**src/rtl/vin_timing_pkg.sv**
```systemverilog
// Shared definitions for the video input timing detector: lock FSM states
// and the default counter width.
package vin_timing_pkg;

  localparam int CW_DEFAULT = 12;

  typedef enum logic [1:0] {
    ST_SEARCH  = 2'd0,
    ST_MEASURE = 2'd1,
    ST_VERIFY  = 2'd2,
    ST_LOCKED  = 2'd3
  } state_e;

endpackage

```
**src/rtl/sync_edge.sv**
```systemverilog
// Registers a sync input once, normalises it to active-high and flags the
// cycle on which the registered level enters the active state.
module sync_edge #(
  parameter bit POL = 1'b1
) (
  input  logic clk,
  input  logic rst,
  input  logic sig_i,
  output logic edge_o
);

  logic lvl_q, lvl_d;
  logic prev_q, prev_d;

  always_comb begin
    lvl_d  = (sig_i == POL);
    prev_d = lvl_q;
  end

  always_ff @(posedge clk or posedge rst) begin
    if (rst) begin
      lvl_q  <= 1'b0;
      prev_q <= 1'b0;
    end else begin
      lvl_q  <= lvl_d;
      prev_q <= prev_d;
    end
  end

  assign edge_o = lvl_q & ~prev_q;

endmodule

```
**src/rtl/vin_timing_detector.sv**
```systemverilog
// Measures incoming video timing (line/frame totals and active sizes), locks
// once two consecutive frames agree, and produces pixel coordinates for DE.
module vin_timing_detector
  import vin_timing_pkg::*;
#(
  parameter int CW     = CW_DEFAULT,
  parameter bit HS_POL = 1'b1,
  parameter bit VS_POL = 1'b1
) (
  input  logic          clk,
  input  logic          rst,
  input  logic          hs_i,
  input  logic          vs_i,
  input  logic          de_i,
  output logic [CW-1:0] h_total_o,
  output logic [CW-1:0] h_active_o,
  output logic [CW-1:0] v_total_o,
  output logic [CW-1:0] v_active_o,
  output logic          locked_o,
  output logic          err_o,
  output logic          de_o,
  output logic [CW-1:0] x_o,
  output logic [CW-1:0] y_o,
  output logic          frame_start_o
);

  localparam logic [CW-1:0] ONES = {CW{1'b1}};
  localparam logic [CW-1:0] ZERO = {CW{1'b0}};
  localparam logic [CW-1:0] ONE  = {{(CW-1){1'b0}}, 1'b1};

  logic hs_edge_s, vs_edge_s;

  sync_edge #(.POL(HS_POL)) u_hs_edge (.clk(clk), .rst(rst), .sig_i(hs_i), .edge_o(hs_edge_s));
  sync_edge #(.POL(VS_POL)) u_vs_edge (.clk(clk), .rst(rst), .sig_i(vs_i), .edge_o(vs_edge_s));

  state_e        state_q, state_d;
  logic          de_q, de_d, line_valid_q, line_valid_d;
  logic [CW-1:0] hcnt_q, hcnt_d, line_len_q, line_len_d, line_de_q, line_de_d;
  logic [CW-1:0] hact_q, hact_d, vtot_q, vtot_d, vact_q, vact_d;
  logic [CW-1:0] cand_ht_q, cand_ht_d, cand_ha_q, cand_ha_d, cand_vt_q, cand_vt_d, cand_va_q, cand_va_d;
  logic [CW-1:0] pub_ht_q, pub_ht_d, pub_ha_q, pub_ha_d, pub_vt_q, pub_vt_d, pub_va_q, pub_va_d;
  logic          locked_q, locked_d, err_q, err_d, fs_q, fs_d, de_o_q, de_o_d;
  logic [CW-1:0] x_q, x_d, y_q, y_d;

  logic [CW-1:0] frm_ht_s, frm_ha_s, frm_vt_s, frm_va_s, x_s, y_s;
  logic          timeout_s, frame_bad_s, eq_cand_s, eq_pub_s;

  // An hs edge closes the running line before a coincident vs edge closes the frame.
  always_comb begin
    de_d      = de_i;
    timeout_s = ((hcnt_q == ONES) && !hs_edge_s) || ((vtot_q == ONES) && !vs_edge_s);
    hcnt_d    = hs_edge_s ? ONE : ((hcnt_q == ONES) ? ONES : hcnt_q + ONE);
    line_valid_d = timeout_s ? 1'b0 : (line_valid_q | hs_edge_s);

    frm_ht_s = (hs_edge_s && line_valid_q) ? hcnt_q : line_len_q;
    frm_ha_s = (hs_edge_s && (line_de_q > hact_q)) ? line_de_q : hact_q;
    frm_vt_s = (hs_edge_s && (vtot_q != ONES)) ? vtot_q + ONE : vtot_q;
    frm_va_s = (hs_edge_s && (line_de_q != ZERO) && (vact_q != ONES)) ? vact_q + ONE : vact_q;

    x_s        = hs_edge_s ? ZERO : line_de_q;
    y_s        = vs_edge_s ? ZERO : frm_va_s;
    line_de_d  = (de_q && (x_s != ONES)) ? x_s + ONE : x_s;
    line_len_d = frm_ht_s;

    if (vs_edge_s) begin
      hact_d = ZERO;
      vtot_d = ZERO;
      vact_d = ZERO;
    end else begin
      hact_d = frm_ha_s;
      vtot_d = frm_vt_s;
      vact_d = frm_va_s;
    end

    de_o_d = de_q;
    x_d    = de_q ? x_s : ZERO;
    y_d    = de_q ? y_s : ZERO;
  end

  // Saturated or empty measurements can never compare equal, so they never lock.
  always_comb begin
    frame_bad_s = (frm_ht_s == ONES) || (frm_ha_s == ONES) || (frm_vt_s == ONES) ||
                  (frm_va_s == ONES) || (frm_ha_s == ZERO) || (frm_va_s == ZERO);
    eq_cand_s = !frame_bad_s && ({frm_ht_s, frm_ha_s, frm_vt_s, frm_va_s} ==
                                 {cand_ht_q, cand_ha_q, cand_vt_q, cand_va_q});
    eq_pub_s  = !frame_bad_s && ({frm_ht_s, frm_ha_s, frm_vt_s, frm_va_s} ==
                                 {pub_ht_q, pub_ha_q, pub_vt_q, pub_va_q});

    state_d   = state_q;
    cand_ht_d = cand_ht_q;
    cand_ha_d = cand_ha_q;
    cand_vt_d = cand_vt_q;
    cand_va_d = cand_va_q;
    pub_ht_d  = pub_ht_q;
    pub_ha_d  = pub_ha_q;
    pub_vt_d  = pub_vt_q;
    pub_va_d  = pub_va_q;
    locked_d  = locked_q;
    err_d     = 1'b0;
    fs_d      = vs_edge_s && (state_q != ST_SEARCH);

    if (timeout_s) begin
      state_d  = ST_SEARCH;
      locked_d = 1'b0;
      err_d    = (state_q == ST_LOCKED);
    end else if (vs_edge_s) begin
      case (state_q)
        ST_SEARCH: begin
          state_d = ST_MEASURE;
        end
        ST_MEASURE: begin
          {cand_ht_d, cand_ha_d, cand_vt_d, cand_va_d} = {frm_ht_s, frm_ha_s, frm_vt_s, frm_va_s};
          state_d = ST_VERIFY;
        end
        ST_VERIFY: begin
          if (eq_cand_s) begin
            {pub_ht_d, pub_ha_d, pub_vt_d, pub_va_d} = {frm_ht_s, frm_ha_s, frm_vt_s, frm_va_s};
            locked_d = 1'b1;
            state_d  = ST_LOCKED;
          end else begin
            {cand_ht_d, cand_ha_d, cand_vt_d, cand_va_d} = {frm_ht_s, frm_ha_s, frm_vt_s, frm_va_s};
          end
        end
        ST_LOCKED: begin
          if (!eq_pub_s) begin
            {cand_ht_d, cand_ha_d, cand_vt_d, cand_va_d} = {frm_ht_s, frm_ha_s, frm_vt_s, frm_va_s};
            locked_d = 1'b0;
            err_d    = 1'b1;
            state_d  = ST_VERIFY;
          end else begin
            state_d = ST_LOCKED;
          end
        end
        default: begin
          state_d  = ST_SEARCH;
          locked_d = 1'b0;
        end
      endcase
    end else begin
      state_d = state_q;
    end
  end

  always_ff @(posedge clk or posedge rst) begin
    if (rst) begin
      state_q      <= ST_SEARCH;
      de_q         <= 1'b0;
      line_valid_q <= 1'b0;
      hcnt_q       <= ZERO;
      line_len_q   <= ZERO;
      line_de_q    <= ZERO;
      hact_q       <= ZERO;
      vtot_q       <= ZERO;
      vact_q       <= ZERO;
      cand_ht_q    <= ZERO;
      cand_ha_q    <= ZERO;
      cand_vt_q    <= ZERO;
      cand_va_q    <= ZERO;
      pub_ht_q     <= ZERO;
      pub_ha_q     <= ZERO;
      pub_vt_q     <= ZERO;
      pub_va_q     <= ZERO;
      locked_q     <= 1'b0;
      err_q        <= 1'b0;
      fs_q         <= 1'b0;
      de_o_q       <= 1'b0;
      x_q          <= ZERO;
      y_q          <= ZERO;
    end else begin
      state_q      <= state_d;
      de_q         <= de_d;
      line_valid_q <= line_valid_d;
      hcnt_q       <= hcnt_d;
      line_len_q   <= line_len_d;
      line_de_q    <= line_de_d;
      hact_q       <= hact_d;
      vtot_q       <= vtot_d;
      vact_q       <= vact_d;
      cand_ht_q    <= cand_ht_d;
      cand_ha_q    <= cand_ha_d;
      cand_vt_q    <= cand_vt_d;
      cand_va_q    <= cand_va_d;
      pub_ht_q     <= pub_ht_d;
      pub_ha_q     <= pub_ha_d;
      pub_vt_q     <= pub_vt_d;
      pub_va_q     <= pub_va_d;
      locked_q     <= locked_d;
      err_q        <= err_d;
      fs_q         <= fs_d;
      de_o_q       <= de_o_d;
      x_q          <= x_d;
      y_q          <= y_d;
    end
  end

  assign h_total_o     = pub_ht_q;
  assign h_active_o    = pub_ha_q;
  assign v_total_o     = pub_vt_q;
  assign v_active_o    = pub_va_q;
  assign locked_o      = locked_q;
  assign err_o         = err_q;
  assign frame_start_o = fs_q;
  assign de_o          = de_o_q;
  assign x_o           = x_q;
  assign y_o           = y_q;

endmodule
```
**config.mk**
```make
export PLATFORM = sky130hd
export DESIGN_NAME = vin_timing_detector
export DESIGN_NICKNAME = d
export VERILOG_FILES = /design/src/rtl/vin_timing_pkg.sv /design/src/rtl/sync_edge.sv /design/src/rtl/vin_timing_detector.sv
export SDC_FILE = /design/constraint.sdc
export NUM_CORES = 1
export LEC_CHECK = 0
export CELL_PAD_IN_SITES_DETAIL_PLACEMENT = 1
export CELL_PAD_IN_SITES_GLOBAL_PLACEMENT = 1
export CORE_UTILIZATION = 35
export DETAILED_ROUTE_END_ITERATION = 12
export GPL_ROUTABILITY_DRIVEN = 1
export PLACE_DENSITY = 0.67
export REMOVE_ABC_BUFFERS = 1
export SYNTH_ARGS = -nofsm -noshare
export SYNTH_HDL_FRONTEND = slang
export SYNTH_SLANG_ARGS = --single-unit
```
**constraint.sdc**
```tcl
create_clock -name clk -period 9.5 [get_ports clk]
set_input_delay 1.425 -clock clk [delete_from_list [all_inputs] [get_ports clk]]
set_output_delay 1.425 -clock clk [all_outputs]
set_load 0.03 [all_outputs]
```
==> flow_summary.html <==
<table>
<tr><th>Metric</th><th>Value</th></tr>
<tr><th colspan="2">Status</th></tr>
<tr><td>Status</td><td>finished clean</td></tr>
<tr><th colspan="2">Detailed routing</th></tr>
<tr><td>Overall routed net length</td><td>43.41 mm</td></tr>
<tr><td>First-iteration detailed-routing DRC count</td><td>748</td></tr>
<tr><td>Antenna viol nets, final</td><td>0</td></tr>
<tr><td>Residual DRC</td><td>0</td></tr>
<tr><td>DR pass1 iterations</td><td>5</td></tr>
<tr><td>Wire per inst</td><td>25.08 um</td></tr>
<tr><td>Via-to-Cell Ratio</td><td>5.807</td></tr>
<tr><td>DR vias</td><td>10.05k</td></tr>
<tr><th colspan="2">Yosys</th></tr>
<tr><td>Number of distinct library cell variants in the gate-level netlist after synthesis</td><td>87</td></tr>
<tr><td>Post-synth ARST share</td><td>1.000</td></tr>
<tr><td>Per-instance average area after synthesis</td><td>9.841 sq um</td></tr>
<tr><td>Synth Flop Type</td><td>dfrtp_1</td></tr>
<tr><td>Number of register bits inferred by synthesis</td><td>204</td></tr>
<tr><td>Syn. warnings</td><td>0</td></tr>
<tr><td>Number of synthesized flops with an enable pin</td><td>0</td></tr>
<tr><td>Netlist Area Pre-Place</td><td>0.01209 sq mm</td></tr>
<tr><td>Sequential share of the synthesized area</td><td>0.4221</td></tr>
<tr><td>Synthesized instance count</td><td>approximately 1.2k</td></tr>
<tr><th colspan="2">Timing</th></tr>
<tr><td>Worst-case clock skew</td><td>0.01203 ns</td></tr>
<tr><td>Min setup slack post-route</td><td>3.382 ns</td></tr>
<tr><td>Setup TNS</td><td>0 ns</td></tr>
<tr><td>RSZ-0062 raised after global routing</td><td>no</td></tr>
<tr><td>Endpoints failing setup</td><td>0</td></tr>
<tr><td>Worst-case headroom to the max-slew limit</td><td>0.1586</td></tr>
<tr><td>Achievable frequency</td><td>163.5 MHz</td></tr>
<tr><td>Final-layout worst hold slack</td><td>0.4003 ns</td></tr>
<tr><td>Final period demand of the worst path</td><td>6.118 ns</td></tr>
<tr><td>Worst-Margin Slew</td><td>1.245 ns</td></tr>
<tr><td>Final Hold Fails</td><td>0</td></tr>
<tr><td>Final critical-path share of the clock period</td><td>0.6440</td></tr>
<tr><td>Slew Viols, Final</td><td>0</td></tr>
<tr><th colspan="2">Global route</th></tr>
<tr><td>Most crowded layer after global routing</td><td>met2</td></tr>
<tr><td>Met1 track demand over resource in global routing</td><td>0.3523</td></tr>
<tr><td>Met2 track utilization from global routing</td><td>0.3920</td></tr>
<tr><td>Number of global-route vias before repair</td><td>~10k</td></tr>
<tr><td>Total GRT Usage</td><td>0.2482</td></tr>
<tr><td>Total global routing overflow</td><td>0</td></tr>
<tr><td>First-pass GRT wire length</td><td>between 60 and 70 mm</td></tr>
<tr><td>Number of antenna violations at the first check in global routing</td><td>2</td></tr>
<tr><td>Met3 Use GR</td><td>0.03331</td></tr>
<tr><td>Pin count of the biggest net entering global routing</td><td>132</td></tr>
<tr><th colspan="2">Power and ir drop</th></tr>
<tr><td>Power, Total</td><td>2.787 mW</td></tr>
<tr><td>Power density cells</td><td>~200 mW/mm^2</td></tr>
<tr><td>Maximum ir drop on the vdd rail</td><td>0.0001374 V</td></tr>
<tr><td>Standby leakage power</td><td>6.097 nW</td></tr>
<tr><th colspan="2">Final layout</th></tr>
<tr><td>Number of antenna repair diodes</td><td>0</td></tr>
<tr><td>Number of filler instances in the final layout</td><td>roughly 3.8k</td></tr>
<tr><td>Storage element area</td><td>between 0.005 and 0.006 sq mm</td></tr>
<tr><td>Total area of multi-input combinational cells</td><td>0.006291 sq mm</td></tr>
<tr><td>Area growth from synthesis to layout</td><td>15.29%</td></tr>
<tr><td>Share of the core filled with cells</td><td>0.4127</td></tr>
<tr><td>Nets</td><td>1288</td></tr>
<tr><td>Fraction of final layout cells sized beyond drive strength 1</td><td>0.09353</td></tr>
<tr><th colspan="2">Setup path</th></tr>
<tr><td>Register-to-register setup slack</td><td>3.38 ns</td></tr>
<tr><td>Crit path DAT</td><td>6.51 ns</td></tr>
<tr><td>Cell depth of the worst setup path</td><td>13</td></tr>
<tr><td>CP Class</td><td>register to register</td></tr>
<tr><td>CP cell instances</td><td>ha_1, nand3_1, nor3_1, nand2_1, a21oi_1, mux2i_1, a21oi_1, nor4b_1, nand4_2, buf_4, nor2_4, buf_4, mux2i_1</td></tr>
<tr><td>Launching element type of the critical path</td><td>register</td></tr>
<tr><td>Delay of the slowest critical-path stage</td><td>about 0.86 ns</td></tr>
<tr><td>Worst Setup End Kind</td><td>register</td></tr>
<tr><td>Required time at the endpoint of the critical path</td><td>9.89 ns</td></tr>
<tr><td>Cell family with the largest share of critical-path delay</td><td>simple AND/OR/NAND/NOR gates</td></tr>
<tr><td>Depth of the worst register-to-register path</td><td>13</td></tr>
<tr><td>Crit path buffers/inverters</td><td>2</td></tr>
<tr><td>Critical-path maximum fanout</td><td>24</td></tr>
<tr><td>Slowest cell on the critical path</td><td>a21oi_1</td></tr>
<tr><th colspan="2">Placement</th></tr>
<tr><td>Quantity of I/O buffers inserted on ports</td><td>80</td></tr>
<tr><td>Final HPWL from detailed placement</td><td>between 30 and 40 mm</td></tr>
<tr><td>Final RePlAce weighted congestion</td><td>between 0.9 and 1</td></tr>
<tr><td>Placement-stage worst setup slack</td><td>3.522 ns</td></tr>
<tr><th colspan="2">Clock network</th></tr>
<tr><td>Num CTS Buffers</td><td>24</td></tr>
<tr><td>Clock sink count</td><td>204</td></tr>
<tr><td>Clk pin slew, worst setup/hold paths</td><td>0.06 ns</td></tr>
<tr><td>Clock H-tree levels</td><td>1</td></tr>
<tr><td>Longest Clk Path Bufs</td><td>3</td></tr>
<tr><td>Root buffer cell</td><td>clkbuf_16</td></tr>
<tr><td>Clock latency reported for the late side of the worst-skew pair</td><td>0.53 ns</td></tr>
<tr><td>CTS tree</td><td>yes</td></tr>
<tr><td>Count of instances resized after the clock tree is built</td><td>0</td></tr>
<tr><td>Post-CTS setup buffer count</td><td>0</td></tr>
<tr><td>Post-CTS Hold Fix Bufs</td><td>0</td></tr>
<tr><th colspan="2">Floorplan</th></tr>
<tr><td>Area of the core</td><td>0.03378 sq mm</td></tr>
<tr><td>X dimension of the die</td><td>187.9 um</td></tr>
<tr><td>Die H</td><td>approximately 190 um</td></tr>
<tr><td>Number of top-level pins</td><td>81</td></tr>
<tr><td>Placement row count</td><td>between 60 and 70</td></tr>
<tr><td>Starting density of the core</td><td>0.3580</td></tr>
<tr><td>Die area</td><td>0.03530 sq mm</td></tr>
<tr><th colspan="2">Hold path</th></tr>
<tr><td>Path class of the lowest-slack min-delay path</td><td>register to register</td></tr>
<tr><td>Cell depth of the worst hold path</td><td>0</td></tr>
<tr><th colspan="2">Run</th></tr>
<tr><td>Max Cap Viol</td><td>0</td></tr>
</table>
## cells in the final DEF, fill, tap and decap left out, types with 6 or more instances in the layout
cell type and n:
o221ai_1 7, and4_1 6, o2111ai_1 6, or3_1 10
o41ai_1 6, nand3_1 50, and3_1 27, nor3_1 32
xor2_1 42, or4_1 7, nand2_1 57, clkdlybuf4s50_1 80
a31oi_1 17, nand4_1 25, o31ai_1 17, ha_1 16
buf_4 11, xnor2_1 71, mux2i_1 56, and2_1 12
dfrtp_1 204, mux2_2 50, nor3b_1 6, nand2b_1 14
a22oi_1 6, clkbuf_16 25, o211ai_1 7, nor2_1 90
a21oi_1 42, o21ai_0 31, inv_1 83, o22ai_1 18
clkbuf_1 7, nor4_1 17
## cells in the mapped netlist, drive strengths merged, types with 5 or more instances
| library cell | count | area [sq um] |
|---|---|---|
| or4 | 10 | 86.33 |
| ha | 16 | 200.2 |
| o2111ai | 6 | 52.55 |
| inv | 84 | 315.3 |
| nor2 | 92 | 347.8 |
| xnor3 | 5 | 112.6 |
| nand4b | 5 | 43.79 |
| and4 | 6 | 52.55 |
| and3 | 27 | 168.9 |
| a221oi | 5 | 43.79 |
| o311ai | 5 | 43.79 |
| xnor2 | 72 | 638.1 |
| o32ai | 5 | 43.79 |
| o211ai | 7 | 52.55 |
| xor2 | 42 | 367.9 |
| nand2b | 14 | 87.58 |
| o21ai | 31 | 155.2 |
| clkbuf | 52 | 195.2 |
| a31oi | 17 | 106.4 |
| or3 | 10 | 62.56 |
| and2 | 13 | 81.33 |
| mux2i | 56 | 560.5 |
| nand3b | 5 | 37.54 |
| o31ai | 18 | 148.9 |
| a2111oi | 7 | 73.82 |
| a21oi | 42 | 210.2 |
| o41ai | 6 | 52.55 |
| dfrtp | 204 | 5105 |
| nor3b | 6 | 45.04 |
| nor3 | 33 | 170.2 |
| o22ai | 18 | 112.6 |
| a22oi | 6 | 45.04 |
| nor4 | 19 | 148.9 |
| nand4 | 26 | 168.9 |
| mux2 | 57 | 656.9 |
| o221ai | 7 | 61.31 |
| nand3 | 51 | 260.3 |
| nand2 | 57 | 214.0 |
| buf | 27 | 198.9 |
## layout make-up
type                            count  share of cell area
Inverter                           84             0.02315
Clock inverter                      7            0.006281
Timing Repair Buffer               91             0.06335
Tap cell                          448             0.04020
Multi-Input combinational cell    862              0.4512
Clock buffer                       35             0.04971
Sequential cell                   204              0.3661
## cell families after synthesis
group	after synthesis	synth area share
flops	204	0.4221
compound gates	223	0.1315
buf+inv	163	0.05866
fa+ha+maj	16	0.01655
xor+xnor	121	0.09642
mux	113	0.1007
simple gates	389	0.1741
## metrics by stage
step / std cells / area, sq um
after floorplan: 1150 / 11700
after global placement: 1689 / 13160
after detailed placement: 1689 / 13160
after CTS: 1731 / 13940
after global routing: 1731 / 13940
final: 1731 / 13940
## power breakdown
| group | total [mW] | leakage, nW | switching, mW | internal (mW) |
|---|---|---|---|---|
| Clock | 0.928 | 0.382 | 0.372 | 0.557 |
| Sequential | 1.06 | 2.79 | 0.123 | 0.935 |
| Combinational | 0.801 | 2.93 | 0.509 | 0.291 |
| Total | 2.79 | 6.10 | 1.00 | 1.78 |
## layer usage
metal  part of all wire  wire length, um  vias to the layer above
li1                   -                -                     4526
met1               0.46            20150                     5141
met2               0.45            19730                      303
met3              0.052             2242                       78
met4              0.029             1265                        4
met5            0.00051               22                        -
## worst register-to-register path: stages (launching register included)
cell and delay [ns]:
dfrtp_1 0.56, ha_1 0.41, nand3_1 0.20, nor3_1 0.45
nand2_1 0.26, a21oi_1 0.86, mux2i_1 0.55, a21oi_1 0.19
nor4b_1 0.55, nand4_2 0.15, buf_4 0.26, nor2_4 0.60
buf_4 0.48, mux2i_1 0.44
## final timing paths
path                                    end       startpoint
max reg2reg                   h_active_o[8]    line_de_q[10]
min reg2reg                u_vs_edge.prev_q  u_vs_edge.lvl_q
max in group asynchronous      cand_vt_q[1]              rst
max                           h_active_o[8]    line_de_q[10]
min                        u_vs_edge.prev_q  u_vs_edge.lvl_q
min in group asynchronous        hcnt_q[10]              rst
(Power assumes the default switching activity.)
